===== config.mk =====
export PLATFORM = sky130hd
export DESIGN_NAME = isqrt_seq
export DESIGN_NICKNAME = d
export VERILOG_FILES = /design/src/rtl/isqrt_seq.sv
export SDC_FILE = /design/constraint.sdc
export NUM_CORES = 1
export LEC_CHECK = 0
export BUFFER_PORTS_ARGS = -buffer_cell sky130_fd_sc_hd__buf_2
export CORE_MARGIN = 8
export CORE_UTILIZATION = 27
export DETAILED_ROUTE_END_ITERATION = 8
export GPL_TIMING_DRIVEN = 0
export PLACE_DENSITY_LB_ADDON = 0.12
export SYNTH_ARGS = -nofsm -noshare
export SYNTH_HDL_FRONTEND = slang
export SYNTH_SLANG_ARGS = --single-unit

===== constraint.sdc =====
create_clock -name clk -period 5.63 [get_ports clk]
set_input_delay 0.2815 -clock clk [delete_from_list [all_inputs] [get_ports clk]]
set_output_delay 0.2815 -clock clk [all_outputs]
set_load 0.1 [all_outputs]

===== src/rtl/isqrt_seq.sv =====
// Sequential non-restoring integer square root, one root bit per clock, start/done handshake.
// Define SQRT_ROUND_EN to add a ROUND state that rounds the root to nearest (saturating).
module isqrt_seq #(
   parameter int WIDTH = 16
) (
   input  logic               clk,
   input  logic               rst_n,
   input  logic               start,
   input  logic [WIDTH-1:0]   radicand,
   output logic               busy,
   output logic               done,
   output logic [WIDTH/2-1:0] root,
   output logic [WIDTH/2:0]   remainder
);

   localparam int R  = WIDTH / 2;
   localparam int CW = (R > 1) ? $clog2(R) : 1;

`ifdef SQRT_ROUND_EN
   typedef enum logic [1:0] {IDLE, CALC, FIX, ROUND} state_t;
`else
   typedef enum logic [1:0] {IDLE, CALC, FIX} state_t;
`endif

   state_t           state_q, state_d;
   logic [WIDTH-1:0] rad_q, rad_d;
   logic [R-1:0]     q_q, q_d;
   logic [R+1:0]     r_q, r_d;
   logic [CW-1:0]    cnt_q, cnt_d;
   logic             busy_q, busy_d;
   logic             done_q, done_d;
   logic [R-1:0]     root_q, root_d;
   logic [R:0]       rem_q, rem_d;

   logic [R+1:0]     r_sh;
   logic [R+1:0]     r_it;
   logic [R+1:0]     r_fix;

   always_ff @(posedge clk or negedge rst_n) begin
      if (!rst_n) begin
         state_q <= IDLE;
         rad_q   <= '0;
         q_q     <= '0;
         r_q     <= '0;
         cnt_q   <= '0;
         busy_q  <= 1'b0;
         done_q  <= 1'b0;
         root_q  <= '0;
         rem_q   <= '0;
      end else begin
         state_q <= state_d;
         rad_q   <= rad_d;
         q_q     <= q_d;
         r_q     <= r_d;
         cnt_q   <= cnt_d;
         busy_q  <= busy_d;
         done_q  <= done_d;
         root_q  <= root_d;
         rem_q   <= rem_d;
      end
   end

   always_comb begin
      state_d = state_q;
      rad_d   = rad_q;
      q_d     = q_q;
      r_d     = r_q;
      cnt_d   = cnt_q;
      busy_d  = busy_q;
      done_d  = 1'b0;
      root_d  = root_q;
      rem_d   = rem_q;

      // The partial remainder is modular in R+2 bits; sign of the previous value picks add or subtract.
      r_sh  = {r_q[R-1:0], rad_q[WIDTH-1:WIDTH-2]};
      r_it  = r_q[R+1] ? (r_sh + {q_q, 2'b11}) : (r_sh - {q_q, 2'b01});
      r_fix = r_q[R+1] ? (r_q + {1'b0, q_q, 1'b1}) : r_q;

      case (state_q)
         IDLE: begin
            if (start) begin
               rad_d   = radicand;
               q_d     = '0;
               r_d     = '0;
               cnt_d   = '0;
               busy_d  = 1'b1;
               state_d = CALC;
            end
         end
         CALC: begin
            r_d   = r_it;
            q_d   = {q_q[R-2:0], ~r_it[R+1]};
            rad_d = {rad_q[WIDTH-3:0], 2'b00};
            cnt_d = cnt_q + CW'(1);
            if (cnt_q == CW'(R - 1)) begin
               cnt_d   = '0;
               state_d = FIX;
            end
         end
`ifdef SQRT_ROUND_EN
         FIX: begin
            r_d     = r_fix;
            state_d = ROUND;
         end
         ROUND: begin
            rem_d = r_q[R:0];
            if ((r_q[R:0] > {1'b0, q_q}) && !(&q_q)) begin
               root_d = q_q + R'(1);
            end else begin
               root_d = q_q;
            end
            done_d  = 1'b1;
            busy_d  = 1'b0;
            state_d = IDLE;
         end
`else
         FIX: begin
            r_d     = r_fix;
            root_d  = q_q;
            rem_d   = r_fix[R:0];
            done_d  = 1'b1;
            busy_d  = 1'b0;
            state_d = IDLE;
         end
`endif
         default: begin
            state_d = IDLE;
         end
      endcase
   end

   assign busy      = busy_q;
   assign done      = done_q;
   assign root      = root_q;
   assign remainder = rem_q;

endmodule


; ---- Word-level counts from Yosys, hierarchy flattened
; Index checks and enable logic that the tools add are counted.
[classes]
bitwise_logic = 1
eq_ne = 5
n_reduce_logical = 8
add_sub_neg = 4
mux = 17
[ops]
columns = op, count
row1 = $pmux 16 s2, 1
row2 = $mux 10, 3
row3 = $pmux 10 s3, 1
row4 = $mux 16, 1
row5 = $pmux 8 s2, 1
row6 = $add 10x10->10, 1
row7 = $add 10x9->10, 1
row8 = $sub 10x10->10, 1
row9 = $mux 8, 1
row10 = $reduce_and 2->1, 4
row11 = $mux 3, 2
row12 = $pmux 3 s2, 1
row13 = $mux 2, 2
row14 = $ne 2x2->1 const B, 2
row15 = $pmux 2 s2, 1
row16 = $reduce_bool 2->1, 2
row17 = $add 3x1->3 const B, 1
row18 = $eq 3x3->1 const B, 1
row19 = $reduce_bool 3->1, 1
row20 = $eq 2x1->1 const B, 1
row21 = $eq 2x2->1 const B, 1
row22 = $logic_not 2->1, 1
row23 = $mux 1, 2
row24 = $pmux 1 s2, 1
row25 = $not 1->1, 1
[totals]
ff_bits = 58
word_cells = 44
out_inout_bits = 19
input_bits = 19

; ---- Longest topological paths before layout
; Gate-level depths: netlist of the first run.
[depth]
depth_word = 4
ltp_mapped = 10
ltp_nobuf = 7

; ---- Worst setup path after synthesis of the first run
; Ideal clock, no wire load.
[synth_timing]
path_type = register to register
start = reg r_q[9]
end = reg q_q[0]
slack_ps = 2988
period_less_slack_ps = 2642
arrival_ps = 2521
n_path_buf = 3
path_stages_with_launch = 11
required_ps = 5508
setup_ps = 122
cell_sequence = dfrtp_1 buf_2 clkbuf_1 buf_2 xnor2_1 ha_1 and3_1 a221oi_2 a21boi_2 or3_1 a32o_1
[synth_via]
elab_chain_cells = 3
[synth_rtl]
columns = item, line_no
row1 = start: declaration, 28  ; logic [R+1:0] r_q, r_d;
row2 = start signal: assignment, 54  ; r_q <= r_d;
row3 = $mux 10, 76  ; r_it = r_q[R+1] ? (r_sh + {q_q, 2'b11}) : (r_sh - {q_q, 2'b01});
row4 = $not 1->1, 92  ; q_d = {q_q[R-2:0], ~r_it[R+1]};
row5 = $pmux 8 s2, 79  ; case (state_q)
row6 = end signal: assignment, 53  ; q_q <= q_d;
row7 = end: declaration, 27  ; logic [R-1:0] q_q, q_d;
; Every way passes these cells.
; A chain may end at the register's enable or synchronous reset.

; ---- Final worst setup path of the first run
; Ends and elaborated chain as after synthesis.

==> out/metrics.cfg, run 1 <==
[cells_and_area]
antenna_cells=0
layout.nets=440
final_util=0.329
num-fill-cells=1316
drive_gt1_frac=0.182
synthToLayoutAreaGrowth_pct=19.5

[logic_synthesis]
synth_edf_count=0
synth_area_leaders=dfrtp_1 (42%), ha_1 (8.0%), mux2i_1 (4.9%)
synth-seq-area-share=0.419
yosys.area.top_type=dfrtp_1
asyncSetResetFlopFracSynth=1.00
syn-num-nets=392
yosysMostFrequentCell=dfrtp_1
synth_seq_cells=58
post_synth.cell_area_avg_um2=9.89
ys_top_cells_by_count=dfrtp_1 (58), o21ai_0 (31), nand2_1 (30)
synth_area_um2=3460
syn-instance-count=350
ys.flop_type=dfrtp_1
synth_cell_types=53
synth_top_area_frac=0.419
yosysWarnings=0

[pwr]
p_leak_nw=1.91
power.density_nw_per_um2=648
ir_worst_vdd_v=0.000198

[floorplanning]
die_x_um=129
dieArea_um2=16700
start_util=0.275
pin_count=38
core_area_um2=12600
die_h_um=129
rows=41

[clock_tree]
post_cts_resized=0
clk_latency_ns=0.33
clk_pin_slew_ns=0.05
cts_setup_buffers=0
cts.sinks=58
tritoncts=done
cts-hold-fix-buffers=0
root_buffer=clkbuf_16
cts.path.max_buffers=2
cts_max_level=3
cts-buffers-inserted=9

[routing]
first_pass_iters=4
drtIter0Drc=111
routed_wl_um=9450
ant_nets=0
vias=2808
wl_per_cell_um=16.5
drc=0
vias_per_cell=4.89

[sta]
finalCritPeriodShare=0.561
setup_viol=0
rsz0062_at_grt=no
relSlewSlack=0.477
setup_tns_ns=0
maxSlewViolCount=0
fin_skew_ns=0.00649
fmax_mhz=316
worstMarginPinSlew_ns=0.785
finalCriticalPeriod_ns=3.16
final-hold-violation-count=0

[critical_path]
crit_path_top_delay_cell=clkbuf_1
endpoint_kind=register
critPathMaxFanout=10
cpPeakStageDelay_ns=0.45
cp.arrival_ns=3.37
path_class=register to register
crit_required_ns=5.84
path_cells=buf_2 -> clkbuf_1 -> buf_2 -> xnor2_1 -> ha_1 -> and3_1 -> a221oi_2 -> a21boi_2 -> or3_1 -> a32o_1
crit_top_cell=buf_2
start_kind=register

[global_routing]
overflow=0
grt_pass1_vias=2830
antenna_found_initial=0
grt_usage=0.120
grt_pass1_wl_um=15400
grt_max_degree=59

[run]
maxCapViolCount=0

[hold_path]
hold_path_class=input pin to async pin

[placement]
io_buffer_count=37
gp_congestion=0.804
dp_hpwl_um=6840

[run_status]
status=finished, final reports clean

==> layer usage <==
metal	share of wire	track usage
met2	0.43	0.180
met5	0	0
met1	0.51	0.163
met3	0.048	0.0349
met4	0.012	0.0352
==> worst paths after layout <==
check,startpoint,slack (ns),to,cells past startpoint
max,r_q[9],2.47,q_q[0],10
min,rst_n,0.006,remainder[1],1
max reg2reg,r_q[9],2.47,q_q[0],10
min reg2reg,rad_q[10],0.48,rad_q[10],2
max in group asynchronous,rst_n,5.07,q_q[7],1
min in group clk,radicand[7],0.24,rad_q[7],3
==> report_power, final <==
part	internal, mW	switching, mW
logic	0.525	0.947
registers	0.568	0.131
clock network	0.319	0.191
total	1.41	1.27
==> critical path, delay by kind of cell, from the launching register on <==
family | cells | cell delay (ns)
compound gates | 3 | 0.65
xor+xnor | 1 | 0.12
fa+ha+maj | 1 | 0.37
buf+inv | 3 | 1.05
flops | 1 | 0.31
simple gates | 2 | 0.53
==> cell type report <==
class,count,area (um2),area share
Inverter,19,71.3,0.0172
Buffer,16,72.6,0.0175
Timing Repair Buffer,37,188,0.0454
Clock buffer,13,260,0.0629
Multi-Input combinational cell,257,1870,0.451
Sequential cell,58,1450,0.351
Tap cell,172,215,0.0520
Clock inverter,2,12.5,0.00302
==> through the flow <==
stage / power (mW) / area [um2] / hold slack, ns / setup WS (ns) / std cells
CTS: 2.71 / 4140 / 0.0719 / 2.45 / 574
floorplan: 1.85 / 3460 / -0.0141 / 2.99 / 350
global placement: 2.17 / 3860 / 0.465 / 2.44 / 559
global route: 2.90 / 4140 / 0.0980 / 2.33 / 574
finish: 2.68 / 4140 / 0.00560 / 2.47 / 574
detailed placement: 2.18 / 3860 / 0.428 / 2.44 / 559
==> sequential cells by signal, indices dropped and copies added (netlist names) <==
register and count:
root 8, busy 1, q_q 8, cnt_q 3, done 1, rad_q 16
remainder 9, state_q 2, r_q 10
==> kinds of logic (layout without fill, tap and decap cells) <==
family | count (synthesis) | after routing | share of synthesized area
fa+ha+maj | 23 | 23 | 0.0853
buf+inv | 35 | 87 | 0.0416
xor+xnor | 17 | 17 | 0.0430
flops | 58 | 58 | 0.419
simple gates | 83 | 83 | 0.115
mux | 27 | 27 | 0.0817
compound gates | 107 | 107 | 0.214
==> placed cells by master, fill, tap and decap left out, types with 3 or more instances in the layout <==
master,synthesis,layout
xnor2_1,15,15
o211ai_1,6,6
clkbuf_1,6,8
o221ai_1,3,3
inv_1,18,18
nand2b_1,8,8
nand2_1,30,30
o21a_1,3,3
or3_1,3,3
a21oi_1,17,17
nor2b_1,6,6
clkbuf_16,0,9
dfrtp_1,58,58
ha_1,22,22
o21ai_0,31,31
a22o_1,8,8
nand3_1,6,6
buf_2,7,43
mux2_2,10,10
nand4_1,5,5
a31oi_1,6,6
nor3_1,4,4
mux2i_1,17,17
nor2_1,16,16
a32o_1,5,5
a21o_1,4,4
Power figures use the tool's default switching activity.
==> inputs of run 2 (changes only) <==
--- a/config.mk
+++ b/config.mk
@@ -5,6 +5,7 @@
 export SDC_FILE = /design/constraint.sdc
 export NUM_CORES = 1
 export LEC_CHECK = 0
+export ABC_AREA = 1
 export BUFFER_PORTS_ARGS = -buffer_cell sky130_fd_sc_hd__buf_2
 export CORE_MARGIN = 8
 export CORE_UTILIZATION = 27
==> constraint.sdc (replaced) <==
create_clock -name clk -period 3 [get_ports clk]
set_input_delay 0.15 -clock clk [delete_from_list [all_inputs] [get_ports clk]]
set_output_delay 0.15 -clock clk [all_outputs]
set_load 0.1 [all_outputs]
==> out/metrics.cfg, run 2 <==
[run_status]
status=finished, final reports clean

[cells_and_area]
layout_common_cells=nand2_1 (156), dfrtp_1 (58), inv_1 (56)
drive_gt1_frac=0.156
num-fill-cells=1371
antenna_cells=0
top_register=rad_q
synthToLayoutAreaGrowth_pct=19.5
layout.nets=556
final_common_cell=nand2_1
largest_reg_flops=16

[sta]
setup_viol=0
finalCritPeriodShare=0.754
maxSlewViolCount=0
fmax_mhz=442
final-hold-violation-count=0
relSlewSlack=0.482
worstMarginPinSlew_ns=0.776
fin_ws_ns=0.738
rsz0062_at_grt=no
fin_skew_ns=0.00846
setup_tns_ns=0
finalCriticalPeriod_ns=2.26

[clock_tree]
cts.path.max_buffers=2
post_cts_resized=0
root_buffer=clkbuf_16
cts_setup_buffers=0
cts-buffers-inserted=9
cts-hold-fix-buffers=1
clk_pin_slew_ns=0.05
cts_max_level=3
clk_latency_ns=0.33
tritoncts=done
cts.sinks=58

[logic_synthesis]
synth_edf_count=0
ys.flop_type=dfrtp_1
synth_area_leaders=dfrtp_1 (41%), nand2_1 (17%), ha_1 (7.8%)
asyncSetResetFlopFracSynth=1.00
yosysMostFrequentCell=nand2_1
ys_top_cells_by_count=nand2_1 (156), dfrtp_1 (58), inv_1 (56)
yosysWarnings=0
syn-instance-count=465
synth_top_area_frac=0.413
synth_area_um2=3520
syn-num-nets=507
synth_seq_cells=58
yosys.area.top_type=dfrtp_1
post_synth.cell_area_avg_um2=7.56
synth-seq-area-share=0.413
synth_cell_types=32

[critical_path]
critPathTopFamily=simple AND/OR/NAND/NOR gates
crit_buf_inv=2
r2r.worst_path.cells=12
cpPeakStageDelay_ns=0.37
endpoint_kind=register
start_kind=register
reg2reg_from=r_q[9]
worstReg2RegEnd=q_q[0]
crit_top_cell=nand2_1
r2r_slack_ns=0.74
crit_cells=12
cp.arrival_ns=2.46
crit_path_top_delay_cell=dfrtp_1
path_cells=buf_6 -> buf_2 -> xnor2_1 -> ha_1 -> a21oi_2 -> nand2_1 -> nand2_1 -> nand3_1 -> nand2_1 -> nand2_1 -> nand2_1 -> o21ai_0
path_class=register to register
critPathMaxFanout=10
crit_required_ns=3.20

[floorplanning]
start_util=0.278
die_h_um=130
core_area_um2=12700
pin_count=38
rows=41
dieArea_um2=16900
die_x_um=130

[global_routing]
grt_max_degree=59
antenna_found_initial=0
grt_pass1_vias=3285
grt_pass1_wl_um=15800
overflow=0
grt_usage=0.121

[routing]
first_pass_iters=4
routed_wl_um=9260
ant_nets=0
vias_per_cell=4.47
drc=0
wl_per_cell_um=13.4
vias=3082
drtIter0Drc=211

[placement]
dp_slack_ns=0.725
io_buffer_count=37
gp_congestion=0.778
dp_hpwl_um=7070

[hold_path]
hold_path_depth=3
min_from=radicand[1]
min_to=rad_q[1]
hold_path_class=input pin to register

[run]
maxCapViolCount=0

[run 2: worst max path at each step]
stage                       from  endpoint  slack (ns)
after floorplan           r_q[9]    r_q[7]        1.10
after global placement    r_q[9]    q_q[0]        0.77
after detailed placement  r_q[9]    q_q[0]        0.72
after CTS                 r_q[9]    q_q[0]        0.71
after global routing      r_q[9]    r_q[9]        0.56
final                     r_q[9]    q_q[0]        0.74
[run 2: stage by stage]
stage                     hold slack [ns]  cell area [um2]  utilization  std cells
after CTS                          0.0520             4200        0.332        690
after global placement              0.391             3920        0.309        674
after detailed placement            0.300             3920        0.309        674
after global routing               0.0735             4200        0.332        690
final                              0.0685             4200        0.332        690
after floorplan                    -0.146             3520            -        465
[run 2: layout make-up]
type,count,area (um2),share of cell area
multi-input cells,331,1730,0.412
flip-flops and latches,58,1450,0.345
clock buffers,12,256,0.0610
inverters,61,229,0.0545
well taps,172,215,0.0512
repair buffers,38,198,0.0471
plain buffers,15,106,0.0253
clock inverters,3,15.0,0.00357
[run 2: worst min-delay path: cells and delay by family]
kind                   cells  cell delay (ns)
buffers and inverters      1             0.08
AO/OA/AOI/OAI              1             0.07
AND/OR/NAND/NOR            1             0.06
[run 2: per-layer routing]
metal	wire, um	up-vias	global-route usage
li1	-	1589	-
met1	4240	1434	0.144
met2	4450	42	0.201
met3	331	17	0.0318
met4	227	0	0.0567
met5	0	-	0
[run 2: cell families after synthesis]
family	count (synthesis)	synth area share
flops	58	0.413
fa+ha+maj	23	0.0840
buf+inv	76	0.0953
simple gates	230	0.271
xor+xnor	8	0.0199
compound gates	70	0.117
Power of run 2 is left out: the tool's default activity adds up to more than one toggle a clock period on the data nets, which glitch-free logic cannot reach.
==> inputs of run 3 (changes only) <==
==> constraint.sdc (replaced) <==
create_clock -name clk -period 2.22 [get_ports clk]
set_input_delay 0.111 -clock clk [delete_from_list [all_inputs] [get_ports clk]]
set_output_delay 0.111 -clock clk [all_outputs]
set_load 0.1 [all_outputs]
==> out/metrics.cfg, run 3 (synthesis results as in run 2) <==
[sta]
fin_ws_ns=0.237
fmax_mhz=504
finalCriticalPeriod_ns=1.98
fin_skew_ns=0.00795
worstMarginPinSlew_ns=0.773
finalCritPeriodShare=0.893
final-hold-violation-count=0
maxSlewViolCount=0
relSlewSlack=0.484
rsz0062_at_grt=no
setup_viol=0
timing.hold.ws_ns=0.0278

[routing]
drc=0
ant_nets=0
vias_per_cell=4.44
routed_wl_um=9210
drtIter0Drc=186
vias=3059
wl_per_cell_um=13.4
first_pass_iters=4

[global_routing]
antenna_found_initial=0
overflow=0
grt_max_degree=59
grt_pass1_vias=3288
grt_use_met2=0.201
grt_use_met3=0.0318
grt_pass1_wl_um=15800
grt-busiest-layer=met2
met1_usage=0.144
grt_usage=0.121

[critical_path]
endpoint_kind=register
r2r_slack_ns=0.24
worstReg2RegEnd=q_q[0]
cp.arrival_ns=2.19
r2r.worst_path.cells=11
start_kind=register
critPathMaxFanout=18
setup.worst_path.start=r_q[9]
reg2reg_from=r_q[9]
endpoint=q_q[0]
crit_required_ns=2.42
path_class=register to register

[cells_and_area]
top_register=rad_q
layout_common_cells=nand2_1 (156), dfrtp_1 (58), inv_1 (56)
largest_reg_flops=16
layout.nets=555
final_common_cell=nand2_1
antenna_cells=0
final_area_um2=4200
synthToLayoutAreaGrowth_pct=19.5
drive_gt1_frac=0.157
final_util=0.332

[hold_path]
hold_path_class=input pin to register

[placement]
dp_slack_ns=-0.0552
dp_hpwl_um=7070
dpl_cell_area_um2=3920
io_buffer_count=37
gp_congestion=0.778

[floorplanning]
pin_count=38
die_h_um=130
dieArea_um2=16900
start_util=0.278
rows=41
die_x_um=130
core_area_um2=12700

[clock_tree]
cts-buffers-inserted=9
clk_pin_slew_ns=0.05
tritoncts=done
cts.path.max_buffers=2
root_buffer=clkbuf_16
cts_max_level=3
cts_setup_buffers=0
clk_latency_ns=0.33
cts.sinks=58

[run_status]
status=finished, final reports clean

[run]
maxCapViolCount=0

## run 3: changes by cell type in the layout (fill, tap and decap cells not counted)
cell     before  now
buf_2        43   42
xnor2_2       0    1
xnor2_1       7    6
## run 3: worst max-delay path, cell delays in order, from the launching register on
cell and delay [ns]:
dfrtp_1 0.37, buf_6 0.17, xnor2_2 0.21, ha_1 0.29, a21oi_2 0.23, nand2_1 0.08
nand2_1 0.10, nand3_1 0.08, nand2_1 0.08, nand2_1 0.09, nand2_1 0.07, o21ai_0 0.07
## run 3: metal layers
metal  vias to the layer above  part of all wire
met5                         -                 0
met4                         0             0.025
met3                        17             0.038
met2                        41              0.48
met1                      1415              0.46
li1                       1586                 -
## run 3: area by class of cell
type | count | area [um2]
fill | 1369 | 8470
tap | 172 | 215
clock buffer | 12 | 256
inverter | 61 | 229
clock inverter | 3 | 15.0
sequential | 58 | 1450
multi-input combinational | 331 | 1740
buffer | 14 | 101
timing repair buffer | 38 | 198
## run 3: how the worst min path moves through the flow
stage               end   startpoint  cells past startpoint  slack [ns]
2_1_floorplan      busy        rst_n                      0       -0.18
5_1_grt        rad_q[4]  radicand[4]                      3        0.03
4_1_cts        rad_q[0]  radicand[0]                      3        0.01
6_report       rad_q[1]  radicand[1]                      3        0.03
3_5_place_dp    root[0]        rst_n                      1        0.26
3_3_place_gp   rad_q[1]  radicand[1]                      3        0.35
## run 3: metrics by stage
step | std cells | setup TNS (ns)
finish | 689 | 0
global route | 689 | 0
CTS | 690 | 0
detailed placement | 674 | -0.0871
global placement | 674 | -0.00983
floorplan | 465 | 0
## run 3: what timing repair did
item	4_1_cts	5_1_grt
setup endpoints to repair	3	6
endpoints found under the hold margin	58	0
resized for setup	1	0
hold buffers	1	0
Power of run 3 is left out for the same reason.
